### config.mk
export PLATFORM = sky130hd
export DESIGN_NAME = gpio_link_scheduler
export DESIGN_NICKNAME = d
export VERILOG_FILES = /design/src/rtl/gpio_link_scheduler.sv
export SDC_FILE = /design/constraint.sdc
export NUM_CORES = 1
export LEC_CHECK = 0
export ABC_AREA = 1
export BUFFER_PORTS_ARGS = -buffer_cell sky130_fd_sc_hd__buf_2
export CORE_AREA = 2 2 359 361
export CTS_CLUSTER_SIZE = 40
export DETAILED_ROUTE_END_ITERATION = 10
export DIE_AREA = 0 0 361 363
export SKIP_CTS_REPAIR_TIMING = 1
export SLEW_MARGIN = 20
export SYNTH_ARGS = -nofsm -noshare
export SYNTH_HDL_FRONTEND = slang
export SYNTH_SLANG_ARGS = --single-unit
### constraint.sdc
create_clock -name clock -period 3.1 [get_ports clock]
set_input_delay 0.31 -clock clock [delete_from_list [all_inputs] [get_ports clock]]
set_output_delay 0.31 -clock clock [all_outputs]
set_load 0.05 [all_outputs]
### src/rtl/gpio_link_scheduler.sv
// Round-robin scheduler for one shared 128-bit GPIO message link: grants requesters,
// sequences data_ready/done with timeout and idle gap, and captures inbound messages.
module gpio_link_scheduler #(
    parameter int NUM_REQ    = 4,
    parameter int TIMEOUT    = 64,
    parameter int GAP_CYCLES = 2
) (
    input  logic                     clock,
    input  logic                     reset,
    input  logic [NUM_REQ-1:0]       req,
    input  logic [NUM_REQ*128-1:0]   req_msg,
    output logic [NUM_REQ-1:0]       ack,
    output logic [NUM_REQ-1:0]       err,
    output logic                     busy,
    output logic                     link_data_ready,
    output logic [127:0]             link_message_out,
    input  logic                     link_done,
    input  logic                     link_received,
    input  logic [127:0]             link_message_in,
    output logic                     rx_valid,
    input  logic                     rx_ready,
    output logic [127:0]             rx_msg,
    output logic                     rx_overflow
);
    localparam int IDX_W = $clog2(NUM_REQ);
    localparam int CNT_W = $clog2(TIMEOUT + 1);
    localparam int GAP_W = $clog2(GAP_CYCLES + 1);

    typedef enum logic [1:0] {
        S_IDLE = 2'd0,
        S_SEND = 2'd1,
        S_GAP  = 2'd2
    } state_t;

    state_t             r_state;
    state_t             w_state_nxt;
    logic [IDX_W-1:0]   r_last;
    logic [IDX_W-1:0]   w_last_nxt;
    logic [IDX_W-1:0]   r_gnt;
    logic [CNT_W-1:0]   r_cnt;
    logic [CNT_W-1:0]   w_cnt_nxt;
    logic [GAP_W-1:0]   r_gap;
    logic [GAP_W-1:0]   w_gap_nxt;
    logic [NUM_REQ-1:0] r_ack;
    logic [NUM_REQ-1:0] w_ack_nxt;
    logic [NUM_REQ-1:0] r_err;
    logic [NUM_REQ-1:0] w_err_nxt;
    logic [127:0]       r_msg_out;
    logic               w_load;

    logic               w_gnt_any;
    logic [IDX_W-1:0]   w_gnt_idx;
    logic [IDX_W-1:0]   w_cand;
    logic [127:0]       w_sel_msg;

    logic               r_rcv_d;
    logic               w_rx_edge;
    logic               r_rx_valid;
    logic [127:0]       r_rx_msg;
    logic               r_rx_ovf;

    // Search starts just after the last served requester, so it becomes lowest priority.
    always_comb begin
        w_gnt_any = 1'b0;
        w_gnt_idx = '0;
        w_cand    = '0;
        for (int k = 1; k <= NUM_REQ; k++) begin
            w_cand = IDX_W'((int'(r_last) + k) % NUM_REQ);
            if (!w_gnt_any && req[w_cand]) begin
                w_gnt_any = 1'b1;
                w_gnt_idx = w_cand;
            end
        end
    end

    always_comb begin
        w_sel_msg = '0;
        for (int i = 0; i < NUM_REQ; i++) begin
            if (w_gnt_idx == IDX_W'(i)) begin
                w_sel_msg = req_msg[i*128 +: 128];
            end
        end
    end

    always_comb begin
        w_state_nxt = r_state;
        w_last_nxt  = r_last;
        w_cnt_nxt   = r_cnt;
        w_gap_nxt   = r_gap;
        w_ack_nxt   = '0;
        w_err_nxt   = '0;
        w_load      = 1'b0;
        case (r_state)
            S_IDLE: begin
                if (w_gnt_any) begin
                    w_load      = 1'b1;
                    w_cnt_nxt   = '0;
                    w_state_nxt = S_SEND;
                end
            end
            S_SEND: begin
                w_cnt_nxt = r_cnt + CNT_W'(1);
                // done in the final allowed cycle still counts as delivered
                if (link_done) begin
                    w_ack_nxt   = NUM_REQ'(1) << r_gnt;
                    w_last_nxt  = r_gnt;
                    w_gap_nxt   = '0;
                    w_state_nxt = S_GAP;
                end else if (r_cnt == CNT_W'(TIMEOUT - 1)) begin
                    w_err_nxt   = NUM_REQ'(1) << r_gnt;
                    w_last_nxt  = r_gnt;
                    w_gap_nxt   = '0;
                    w_state_nxt = S_GAP;
                end
            end
            S_GAP: begin
                if (r_gap == GAP_W'(GAP_CYCLES - 1)) begin
                    w_state_nxt = S_IDLE;
                end else begin
                    w_gap_nxt = r_gap + GAP_W'(1);
                end
            end
            default: begin
                w_state_nxt = S_IDLE;
            end
        endcase
    end

    always_ff @(posedge clock) begin
        if (reset) begin
            r_state   <= S_IDLE;
            r_last    <= IDX_W'(NUM_REQ - 1);
            r_gnt     <= '0;
            r_cnt     <= '0;
            r_gap     <= '0;
            r_ack     <= '0;
            r_err     <= '0;
            r_msg_out <= '0;
        end else begin
            r_state <= w_state_nxt;
            r_last  <= w_last_nxt;
            r_cnt   <= w_cnt_nxt;
            r_gap   <= w_gap_nxt;
            r_ack   <= w_ack_nxt;
            r_err   <= w_err_nxt;
            if (w_load) begin
                r_gnt     <= w_gnt_idx;
                r_msg_out <= w_sel_msg;
            end
        end
    end

    // Inbound capture runs independently of the transmit sequencing.
    assign w_rx_edge = link_received & ~r_rcv_d;

    always_ff @(posedge clock) begin
        if (reset) begin
            r_rcv_d    <= 1'b0;
            r_rx_valid <= 1'b0;
            r_rx_msg   <= '0;
            r_rx_ovf   <= 1'b0;
        end else begin
            r_rcv_d <= link_received;
            if (w_rx_edge) begin
                if (!r_rx_valid || rx_ready) begin
                    r_rx_msg   <= link_message_in;
                    r_rx_valid <= 1'b1;
                end else begin
                    r_rx_ovf <= 1'b1;
                end
            end else if (rx_ready && r_rx_valid) begin
                r_rx_valid <= 1'b0;
            end
        end
    end

    assign ack              = r_ack;
    assign err              = r_err;
    assign busy             = (r_state != S_IDLE);
    assign link_data_ready  = (r_state == S_SEND);
    assign link_message_out = r_msg_out;
    assign rx_valid         = r_rx_valid;
    assign rx_msg           = r_rx_msg;
    assign rx_overflow      = r_rx_ovf;

    a_single_outcome: assert property (@(posedge clock) disable iff (reset)
        $onehot0(r_ack | r_err));
    a_outcome_in_gap: assert property (@(posedge clock) disable iff (reset)
        ((r_ack | r_err) != '0) |-> (r_state == S_GAP));

endmodule
Word-level counts from Yosys, hierarchy flattened
Index checks and enable logic that the tools add are counted.
W data, S select, Z words.
{"block": "totals", "reg_bits": 282, "romBits": 0, "mem_bits_rw": 0, "out_inout_bits": 268, "in_bits": 649, "elab_cells": 104, "latchBits": 0, "n_memories": 0}
{"block": "op_classes", "shift": 1, "div_mod_pow": 0, "muxes": 38, "n_reduce_logical": 25, "add_sub_neg": 6, "eq_ne": 12, "n_bitwise": 6, "n_mul": 0, "n_lt_le_gt_ge": 4}
{"operator": "$mux W128", "count": 4}
{"operator": "$mux W2", "count": 13}
{"operator": "$pmux W7 S2", "count": 1}
{"operator": "$mux W1", "count": 13}
{"operator": "$lt A2 B3 Y1 const B", "count": 4}
{"operator": "$reduce_and A2 Y1", "count": 5}
{"operator": "$reduce_bool A2 Y1", "count": 5}
{"operator": "$bmux W1 S2", "count": 4}
{"operator": "$add A7 B1 Y7 const B", "count": 1}
{"operator": "$eq A7 B6 Y1 const B", "count": 1}
{"operator": "$mux W7", "count": 1}
{"operator": "$add A2 B1 Y2 const B", "count": 3}
{"operator": "$eq A2 B1 Y1 const B", "count": 3}
{"operator": "$eq A2 B2 Y1 const B", "count": 3}
{"operator": "$ne A2 B2 Y1 const B", "count": 3}
{"operator": "$pmux W2 S3", "count": 1}
{"operator": "$reduce_and A3 Y1", "count": 2}
{"operator": "$not A1 Y1", "count": 5}
{"operator": "$add A2 B2 Y2 const B", "count": 2}
{"operator": "$logic_and A1 B1 Y1", "count": 4}
{"operator": "$logic_not A1 Y1", "count": 4}
{"operator": "$logic_not A2 Y1", "count": 2}
{"operator": "$pmux W2 S2", "count": 1}
{"operator": "$reduce_or A4 Y1", "count": 1}
{"operator": "other kinds (6)", "count": 6}

Longest topological paths before layout
Gate-level depths: netlist of run 1.
{"block": "depth", "ltp_word": 18, "ltp_mapped": 19, "mapped_depth_nobuf": 15}

Least setup slack after synthesis of run 1
No wires, ideal clock.
{"block": "synth_timing", "path_type": "register to register", "from": "reg r_state[0]", "to": "reg r_gap[0]", "arrival_ns": 2.049, "period_less_slack_ns": 2.165, "required_time_ns": 2.984, "setup_ns": 0.116, "path_stages_with_launch": 10, "path_slack_ns": 0.935, "n_path_buf": 0, "cell_sequence": "dfxtp_1 > inv_1 > nor2_1 > inv_1 > a21oi_1 > inv_1 > nand2_1 > nand2_1 > o211ai_1 > inv_1"}
{"block": "synth_via", "elab_chain_len": 3, "word_cells_on_any_way": 7, "cone_classes": "4 x eq/ne; 1 x mux; 2 x reduce/logical"}
{"element": "from (decl)", "line_no": "35", "text": "state_t r_state;"}
{"element": "from (signal assigned)", "line_no": "140", "text": "r_state <= w_state_nxt;"}
{"element": "$eq A2 B1 Y1 (*)"}
{"element": "via link_data_ready", "line_no": "15", "text": "output logic link_data_ready,"}
{"element": "$ne A3 B1 Y1 (no source line) or $reduce_bool A2 Y1 (tied branches)"}
{"element": "$reduce_and A3 Y1 (no source line)"}
{"element": "to (signal assigned)", "line_no": "143", "text": "r_gap <= w_gap_nxt;"}
{"element": "to (decl)", "line_no": "42", "text": "logic [GAP_W-1:0] r_gap;"}
The timed path passes the listed nets; every way through them passes the cells marked *.
A chain may end at the register's enable or synchronous reset.

Final worst setup path of run 1
{"block": "layout_timing", "from": "reg r_last[0]", "to": "reg r_msg_out[65] (netlist: link_message_out[65])"}
{"block": "layout_via", "elab_chain_len": 18, "word_cells_on_any_way": 36, "cone_classes": "4 x add/sub; 3 x eq/ne; 22 x mux; 7 x reduce/logical"}
{"element": "from (decl)", "line_no": "37", "text": "logic [IDX_W-1:0] r_last;"}
{"element": "from (signal assigned)", "line_no": "132", "text": "r_last <= IDX_W'(NUM_REQ - 1);"}
{"element": "from (signal assigned)", "line_no": "141", "text": "r_last <= w_last_nxt;"}
{"element": "$add A2 B1 Y2", "line_no": "68", "text": "w_cand = IDX_W'((int'(r_last) + k) % NUM_REQ);"}
{"element": "$bmux W1 S2", "line_no": "69", "text": "if (!w_gnt_any && req[w_cand]) begin"}
{"element": "$mux W1 (not written as such)", "line_no": "69"}
{"element": "$mux W1", "line_no": "69"}
{"element": "$logic_not A1 Y1", "line_no": "69"}
{"element": "$logic_and A1 B1 Y1", "line_no": "69"}
{"element": "$mux W1", "line_no": "69"}
{"element": "$logic_not A1 Y1", "line_no": "69"}
{"element": "$logic_and A1 B1 Y1", "line_no": "69"}
{"element": "$mux W1", "line_no": "69"}
{"element": "$logic_not A1 Y1", "line_no": "69"}
{"element": "$logic_and A1 B1 Y1", "line_no": "69"}
{"element": "$mux W2", "line_no": "69"}
{"element": "$logic_not A2 Y1", "line_no": "79", "text": "if (w_gnt_idx == IDX_W'(i)) begin"}
{"element": "$mux W128 (4 in series)", "line_no": "79"}
{"element": "to (signal assigned)", "line_no": "148", "text": "r_msg_out <= w_sel_msg;"}
{"element": "to (decl)", "line_no": "48", "text": "logic [127:0] r_msg_out;"}
Several ways; a longest one is shown, not always the timed one. The select of a mux whose other input is x is not followed.

==> summary.log, run 1 <==
qor: status.run_status finished with violations
qor: layout.nFillCells 14678
qor: route.num_vias 20037
qor: worst_hold_path.min-delay-path-class primary input to flop
qor: setup_path.timing.rr.end link_message_out[65]
qor: floorplanning.initial_utilization 11.51%
qor: setup_path.crit_required 3.58 ns
qor: power_and_ir_drop.ir_worst_vdd 0.0005579 V
qor: layout.nNetsFinal 3853
qor: sta.timing_hold_violations_final 14
qor: sta.max_clock_freq 365.4 MHz
qor: floorplanning.fp.dieH 363 microns
qor: clock_tree.worstSkewPairLatency 0.62 ns
qor: sta.final.hold.worst_slack -0.03813 ns
qor: sta.worst_pin_slew 0.6607 ns
qor: route.routed_wire_length_per_instance 24.04 microns
qor: sta.setup_tns 0 ns
qor: logic_synthesis.synthesis.instances 2281
qor: worst_hold_path.whs_path_depth 3
qor: layout.share_of_layout_cells_above_drive_strength_1 32.68%
qor: setup_path.r2r_cells 14
qor: clock_tree.clock_path_buffers 3
qor: floorplanning.fp.dieArea 0.1310 sq mm
qor: global_route.wire_length_of_the_first_global_routing_pass 155000 microns
qor: global_route.globalRouteOverflowTotal 0
qor: setup_path.worstPathMaxFanout 105
qor: route.drc 0
qor: worst_hold_path.timing.hold.worst.start link_message_in[76]
qor: logic_synthesis.yosysWarningCount 0
qor: sta.rsz0062_at_grt false
qor: sta.timing.final.max_slew_violations 0
qor: floorplanning.boundaryPins 917
qor: setup_path.setup.worst_path.start_class flop
qor: logic_synthesis.synth_cell_types 28
qor: floorplanning.row_count 131
qor: setup_path.criticalPathCategory flop to flop
qor: sta.timing.slew.headroom 55.95%
qor: placed_design.portBuffers 916
qor: route.detailed_router_iteration_count_before_antenna_repair 6
qor: clock_tree.cts.reportedPaths.clkPinSlew 0.06 ns
qor: logic_synthesis.synthesis.nets 2932
qor: floorplanning.core_area 0.1270 sq mm
qor: clock_tree.clockRootBuffer sky130_fd_sc_hd__clkbuf_16
qor: route.postRouteAntennaNets 0
qor: logic_synthesis.seq_area_frac_synth 38.60%
qor: global_route.grt_usage 17.09%
qor: sta.final_setup_viols 0
qor: sta.post-route-period-util 88.27%
qor: logic_synthesis.dominant_synthesized_flop_cell sky130_fd_sc_hd__dfxtp_1
qor: route.viasPerCell 4.068
qor: clock_tree.cts_tree built
qor: worst_hold_path.hold-path-endpoint rx_msg[76]
qor: floorplanning.die_width 361 microns
qor: power_and_ir_drop.pwr_density_cell 832.8 mW/mm^2
qor: logic_synthesis.synthesis.area 0.01463 sq mm
qor: global_route.antenna_found_initial 134
qor: logic_synthesis.number_of_register_bits_inferred_by_synthesis 282
qor: power_and_ir_drop.post-layout-total-power 19600 uW
qor: run.drv.max_cap_violation_count 0
qor: route.drt-total-wl 118400 microns
qor: setup_path.cp_capture_type flop
qor: status.violations negative hold slack
qor: clock_tree.numCtsBuffers 43
qor: clock_tree.number_of_h_tree_levels 2
qor: clock_tree.clock-sinks 282
qor: global_route.grt_pass1_vias 18414
qor: route.drt_iter0_drc 1661
qor: logic_synthesis.synthArstFlopShare 0%
qor: setup_path.worstPathArrival 3.22 ns
qor: setup_path.reg_to_reg_setup_timing_slack 0.36 ns
qor: placed_design.gp_congestion 0.8832
qor: logic_synthesis.average_cell_area_after_synthesis 6.412 sq um
qor: sta.clock-skew-final 0.03217 ns
qor: power_and_ir_drop.leakage 0.01161 uW
qor: sta.finalCriticalPeriod 2.736 ns
qor: placed_design.hpwlAfterDp 96360 microns
qor: layout.final_cell_utilization_of_the_core 18.53%
qor: setup_path.rr_startpoint r_last[0]
qor: global_route.maximum_number_of_pins_on_one_net_before_global_route_repair 106
qor: layout.syn_to_final_growth 60.95%
qor: logic_synthesis.count_of_flip_flops_with_a_built_in_enable_after_synthesis 0
-- worst max-delay path, cell delays in order (launching register included) --
cell and delay [ns]:
sky130_fd_sc_hd__dfxtp_1 0.56, sky130_fd_sc_hd__inv_4 0.12, sky130_fd_sc_hd__nand2_1 0.08, sky130_fd_sc_hd__nand2_1 0.09, sky130_fd_sc_hd__nand2_2 0.10, sky130_fd_sc_hd__nand2_2 0.08, sky130_fd_sc_hd__nor2_4 0.10, sky130_fd_sc_hd__nand2_1 0.06
sky130_fd_sc_hd__nor2_1 0.19, sky130_fd_sc_hd__nor2_4 0.10, sky130_fd_sc_hd__buf_12 0.19, sky130_fd_sc_hd__o21ai_0 0.52, sky130_fd_sc_hd__nand3_1 0.12, sky130_fd_sc_hd__nand2_1 0.08, sky130_fd_sc_hd__a21oi_1 0.05
-- final cells by class --
| cell class | count | area (sq um) | share of cell area [%] |
|---|---|---|---|
| Clock inverter | 17 | 187.7 | 0.7973 |
| Multi-Input combinational cell | 1646 | 7521 | 31.95 |
| Sequential cell | 282 | 5645 | 23.98 |
| Tap cell | 1662 | 2079 | 8.834 |
| Clock buffer | 57 | 1220 | 5.183 |
| Timing Repair Buffer | 1054 | 6128 | 26.04 |
| Antenna cell | 33 | 82.58 | 0.3508 |
| Inverter | 175 | 674.4 | 2.865 |
-- worst max path at each step --
stage | start | endpoint | slack (ns)
floorplan | r_state[0] | r_gap[0] | 0.93
global placement | r_last[0] | link_message_out[42] | 0.27
detailed placement | r_last[0] | link_message_out[42] | 0.24
CTS | r_last[0] | link_message_out[42] | 0.23
global route | r_last[0] | link_message_out[65] | 0.18
finish | r_last[0] | link_message_out[65] | 0.36
-- cell usage after synthesis, drive strengths merged, types with 2 or more instances --
master | instances | area share, %
or2 | 2 | 0.086
nor3 | 33 | 1.1
a21oi | 119 | 4.1
inv | 174 | 4.5
nand2 | 548 | 14
o211ai | 9 | 0.46
o21ai | 283 | 9.7
nor2 | 321 | 8.3
ha | 2 | 0.17
dfxtp | 282 | 39
clkbuf | 78 | 2.0
nand3b | 93 | 4.8
nand3 | 231 | 7.9
buf | 100 | 3.9
nand4 | 2 | 0.086
-- flip-flops by register name (all words and copies together) (netlist names), 2 cells and up --
signal	cells
ack	4
err	4
r_cnt	7
r_gap	2
r_last	2
link_message_out	128
r_gnt	2
r_state	2
rx_msg	128
-- per-layer routing --
metal	track usage (%)	vias to the layer above	share of wire (%)
li1	-	9233	-
met1	19.68	9386	40
met2	28.09	1042	46
met3	7.736	290	10
met4	5.513	86	3.6
met5	0	-	0.45
-- power by group --
group / switching (uW) / internal (uW)
clock: 2090 / 3000
sequential: 403 / 4310
combinational: 7150 / 2650
-- cells by family (layout without fill, tap and decap cells) --
kind of cell    count (synthesis)  after routing  share of synthesized area, %
buf+inv                       353           1303                         10.38
fa+ha+maj                       2              2                        0.1711
simple gates                 1230           1230                         36.45
compound gates                413            413                         14.34
other cells                     0             33                             0
flops                         282            282                         38.60
xor+xnor                        1              1                       0.05990
-- stage by stage --
stage                     worst slack (ns)  cell area, sq um  std cells
after floorplan                     0.9348             14630       2281
after global placement              0.2661             21130       4729
after detailed placement            0.2428             21130       4729
after CTS                           0.2339             22540       4803
after global routing                0.1847             23500       4912
final                               0.3636             23540       4926
-- layout by cell type (no fill, tap or decap), drive strengths merged --
cell type / Yosys / routed
a21boi: 1 / 1
a21oi: 119 / 119
a32o: 1 / 1
buf: 100 / 967
bufinv: 0 / 3
clkbuf: 78 / 57
clkinv: 1 / 11
clkinvlp: 0 / 2
dfxtp: 282 / 282
diode: 0 / 33
dlygate4sd3: 0 / 87
ha: 2 / 2
inv: 174 / 176
nand2: 548 / 548
nand3: 231 / 231
nand3b: 93 / 93
nand4: 2 / 2
nor2: 321 / 321
nor3: 33 / 33
o211ai: 9 / 9
o21ai: 283 / 283
or2: 2 / 2
xor2: 1 / 1
Power figures use the tool's default switching activity.
==> run 2, diff against run 1 <==
==> constraint.sdc (replaced) <==
create_clock -name clock -period 3.5 [get_ports clock]
set_input_delay 0.35 -clock clock [delete_from_list [all_inputs] [get_ports clock]]
set_output_delay 0.35 -clock clock [all_outputs]
set_load 0.05 [all_outputs]
==> summary.log, run 2 (synthesized netlist as in run 1, its figures left out) <==
qor: route.detailed_router_iteration_count_before_antenna_repair 5
qor: placed_design.hpwlAfterDp 94770 microns
qor: global_route.wire_length_of_the_first_global_routing_pass 152100 microns
qor: global_route.grt_pass1_vias 18061
qor: layout.nFillCells 14623
qor: sta.clock-skew-final 0.03989 ns
qor: floorplanning.row_count 131
qor: setup_path.slowest_delay 0.56 ns
qor: setup_path.path_depth 13
qor: sta.finalCriticalPeriod 2.967 ns
qor: clock_tree.numCtsBuffers 42
qor: setup_path.reg_to_reg_setup_timing_slack 0.53 ns
qor: floorplanning.fp.dieArea 0.1310 sq mm
qor: power_and_ir_drop.ir_worst_vdd 0.0004330 V
qor: layout.final_common_cell sky130_fd_sc_hd__buf_2
qor: clock_tree.clock-sinks 282
qor: global_route.globalRouteOverflowTotal 0
qor: power_and_ir_drop.power.share.clock 26.6%
qor: power_and_ir_drop.power_switching_share 49.40%
qor: route.routed_wire_length_per_instance 23.80 microns
qor: setup_path.setup.worst_path.start_class flop
qor: setup_path.crit_chain inv_4 -> nand2_1 -> nand2_1 -> nand2_1 -> nand2_2 -> nor2_4 -> nand4_1 -> nand2_8 -> buf_4 -> nand3_1 -> nand2_1 -> inv_1 -> a21oi_1
qor: setup_path.crit_required 4.05 ns
qor: sta.timing.final.max_slew_violations 0
qor: floorplanning.fp.dieH 363 microns
qor: power_and_ir_drop.power.internal 8635 uW
qor: global_route.grt_usage 16.74%
qor: setup_path.timing.rr.end link_message_out[38]
qor: power_and_ir_drop.leakage 0.01131 uW
qor: setup_path.rr_startpoint r_last[0]
qor: setup_path.timing.critical_path.from r_last[0]
qor: route.drt_iter0_drc 1691
qor: setup_path.r2r_cells 13
qor: floorplanning.boundaryPins 917
qor: setup_path.criticalPathCategory flop to flop
qor: setup_path.cp.buffers_inverters 3
qor: clock_tree.cts_tree built
qor: sta.rsz0062_at_grt false
qor: global_route.antenna_found_initial 158
qor: layout.nNetsFinal 3793
qor: floorplanning.die_width 361 microns
qor: sta.final.hold.worst_slack -0.0008916 ns
qor: run.drv.max_cap_violation_count 0
qor: layout.syn_to_final_growth 56.63%
qor: sta.post-route-period-util 84.78%
qor: status.run_status finished with violations
qor: placed_design.gp_congestion 0.9003
qor: floorplanning.initial_utilization 11.51%
qor: setup_path.worstPathArrival 3.52 ns
qor: route.drc 0
qor: worst_hold_path.whs_path_depth 3
qor: floorplanning.core_area 0.1270 sq mm
qor: power_and_ir_drop.pwr_density_cell 744.9 mW/mm^2
qor: power_and_ir_drop.post-layout-total-power 17060 uW
qor: setup_path.worstPathMaxFanout 41
qor: status.violations negative hold slack
qor: clock_tree.number_of_h_tree_levels 2
qor: setup_path.cp_capture_type flop
qor: worst_hold_path.min-delay-path-class primary input to flop
qor: setup_path.path_delay_family simple AND/OR/NAND/NOR gates
qor: power_and_ir_drop.combPwrFrac 49.0%
qor: sta.timing_hold_violations_final 2
qor: global_route.maximum_number_of_pins_on_one_net_before_global_route_repair 144
qor: clock_tree.cts.reportedPaths.clkPinSlew 0.06 ns
qor: placed_design.portBuffers 916
qor: sta.worst_pin_slew 1.058 ns
qor: clock_tree.clock_path_buffers 3
qor: sta.timing.slew.headroom 29.49%
qor: layout.share_of_layout_cells_above_drive_strength_1 32.90%
qor: setup_path.cp_common_cell sky130_fd_sc_hd__nand2_1
qor: sta.setup_tns 0 ns
qor: power_and_ir_drop.share_seq_of_total_power 24.4%
qor: clock_tree.clockRootBuffer sky130_fd_sc_hd__clkbuf_16
qor: sta.final_setup_viols 0
qor: route.postRouteAntennaNets 0
qor: layout.combined_area_of_the_multi_input_logic_cells 0.007521 sq mm
qor: layout.area.sequential 0.005645 sq mm
qor: layout.final_cell_mix sky130_fd_sc_hd__buf_2 (915), sky130_fd_sc_hd__nand2_1 (542), sky130_fd_sc_hd__nor2_1 (316), sky130_fd_sc_hd__dfxtp_1 (282), sky130_fd_sc_hd__o21ai_0 (257)
qor: clock_tree.worstSkewPairLatency 0.63 ns
qor: setup_path.slowest_library_cell_on_the_worst_path sky130_fd_sc_hd__dfxtp_1
qor: power_and_ir_drop.total_switching_power 8429 uW
qor: route.num_vias 19808
qor: route.drt-total-wl 116100 microns
qor: sta.max_clock_freq 337.0 MHz
qor: setup_path.setup.worst_path.end link_message_out[38]
qor: route.viasPerCell 4.061
-- run 2: changes by cell type in the layout (fill, tap and decap cells not counted) --
cell,delta
sky130_fd_sc_hd__dlygate4sd3_1,-47
sky130_fd_sc_hd__diode_2,+10
sky130_fd_sc_hd__buf_12,-9
sky130_fd_sc_hd__buf_4,-3
sky130_fd_sc_hd__clkbuf_8,+3
sky130_fd_sc_hd__clkinv_2,-3
sky130_fd_sc_hd__clkbuf_16,-2
sky130_fd_sc_hd__clkinvlp_4,+2
sky130_fd_sc_hd__inv_16,+2
sky130_fd_sc_hd__inv_6,-2
sky130_fd_sc_hd__clkbuf_1,+1
-- run 2: worst register-to-register path: cells and delay by family, from the launching register on --
kind / cells / cell delay (ns)
buf+inv: 3 / 0.70
compound gates: 1 / 0.12
flops: 1 / 0.56
simple gates: 9 / 1.54
-- run 2: per-layer routing --
layer	track usage, %	wire (microns)	vias up	part of all wire [%]
li1	-	-	9126	-
met1	19.77	45890	9213	40
met2	27.67	53910	1102	46
met3	6.847	12070	283	10
met4	4.816	3702	84	3.2
met5	0.5810	536	-	0.46
-- run 2: cell type report --
cell class / count / area share, %
Multi-Input combinational cell: 1646 / 32.83
Clock buffer: 59 / 5.303
Tap cell: 1662 / 9.077
Inverter: 175 / 2.944
Antenna cell: 43 / 0.4697
Sequential cell: 282 / 24.64
Clock inverter: 16 / 0.9176
Timing Repair Buffer: 995 / 23.81
-- run 2: how the worst min path moves through the flow --
stage,end,from
5_1_grt,rx_msg[6],link_message_in[6]
3_5_place_dp,link_message_out[52],link_message_out[52]
4_1_cts,rx_msg[36],link_message_in[36]
6_report,rx_msg[90],link_message_in[90]
3_3_place_gp,r_cnt[3],r_cnt[3]
2_1_floorplan,r_cnt[3],r_cnt[3]
-- run 2: per-stage QoR --
stage                     utilization, %  cell area [sq um]  setup WS (ns)  cells  hold slack, ns
after CTS                          17.63              22400         0.5280   4795        -0.08107
final                              18.03              22910         0.5327   4878      -0.0008916
after global placement             16.51              20980         0.6505   4720          0.4434
after detailed placement           16.51              20980         0.5065   4720          0.4523
after floorplan                        -              14630          1.335   2281          0.4345
after global routing               17.99              22860         0.3154   4858       0.0007886
-- run 2: power groups by stage --
| stage | combinational (uW) | sequential [uW] | clock, uW |
|---|---|---|---|
| 2_1_floorplan | 3530 | 6170 | 0 |
| 3_3_place_gp | 8290 | 4200 | 0 |
| 3_5_place_dp | 8360 | 4200 | 0 |
| 4_1_cts | 8380 | 4150 | 4720 |
| 5_1_grt | 9030 | 4220 | 4810 |
| 6_report | 8360 | 4160 | 4540 |
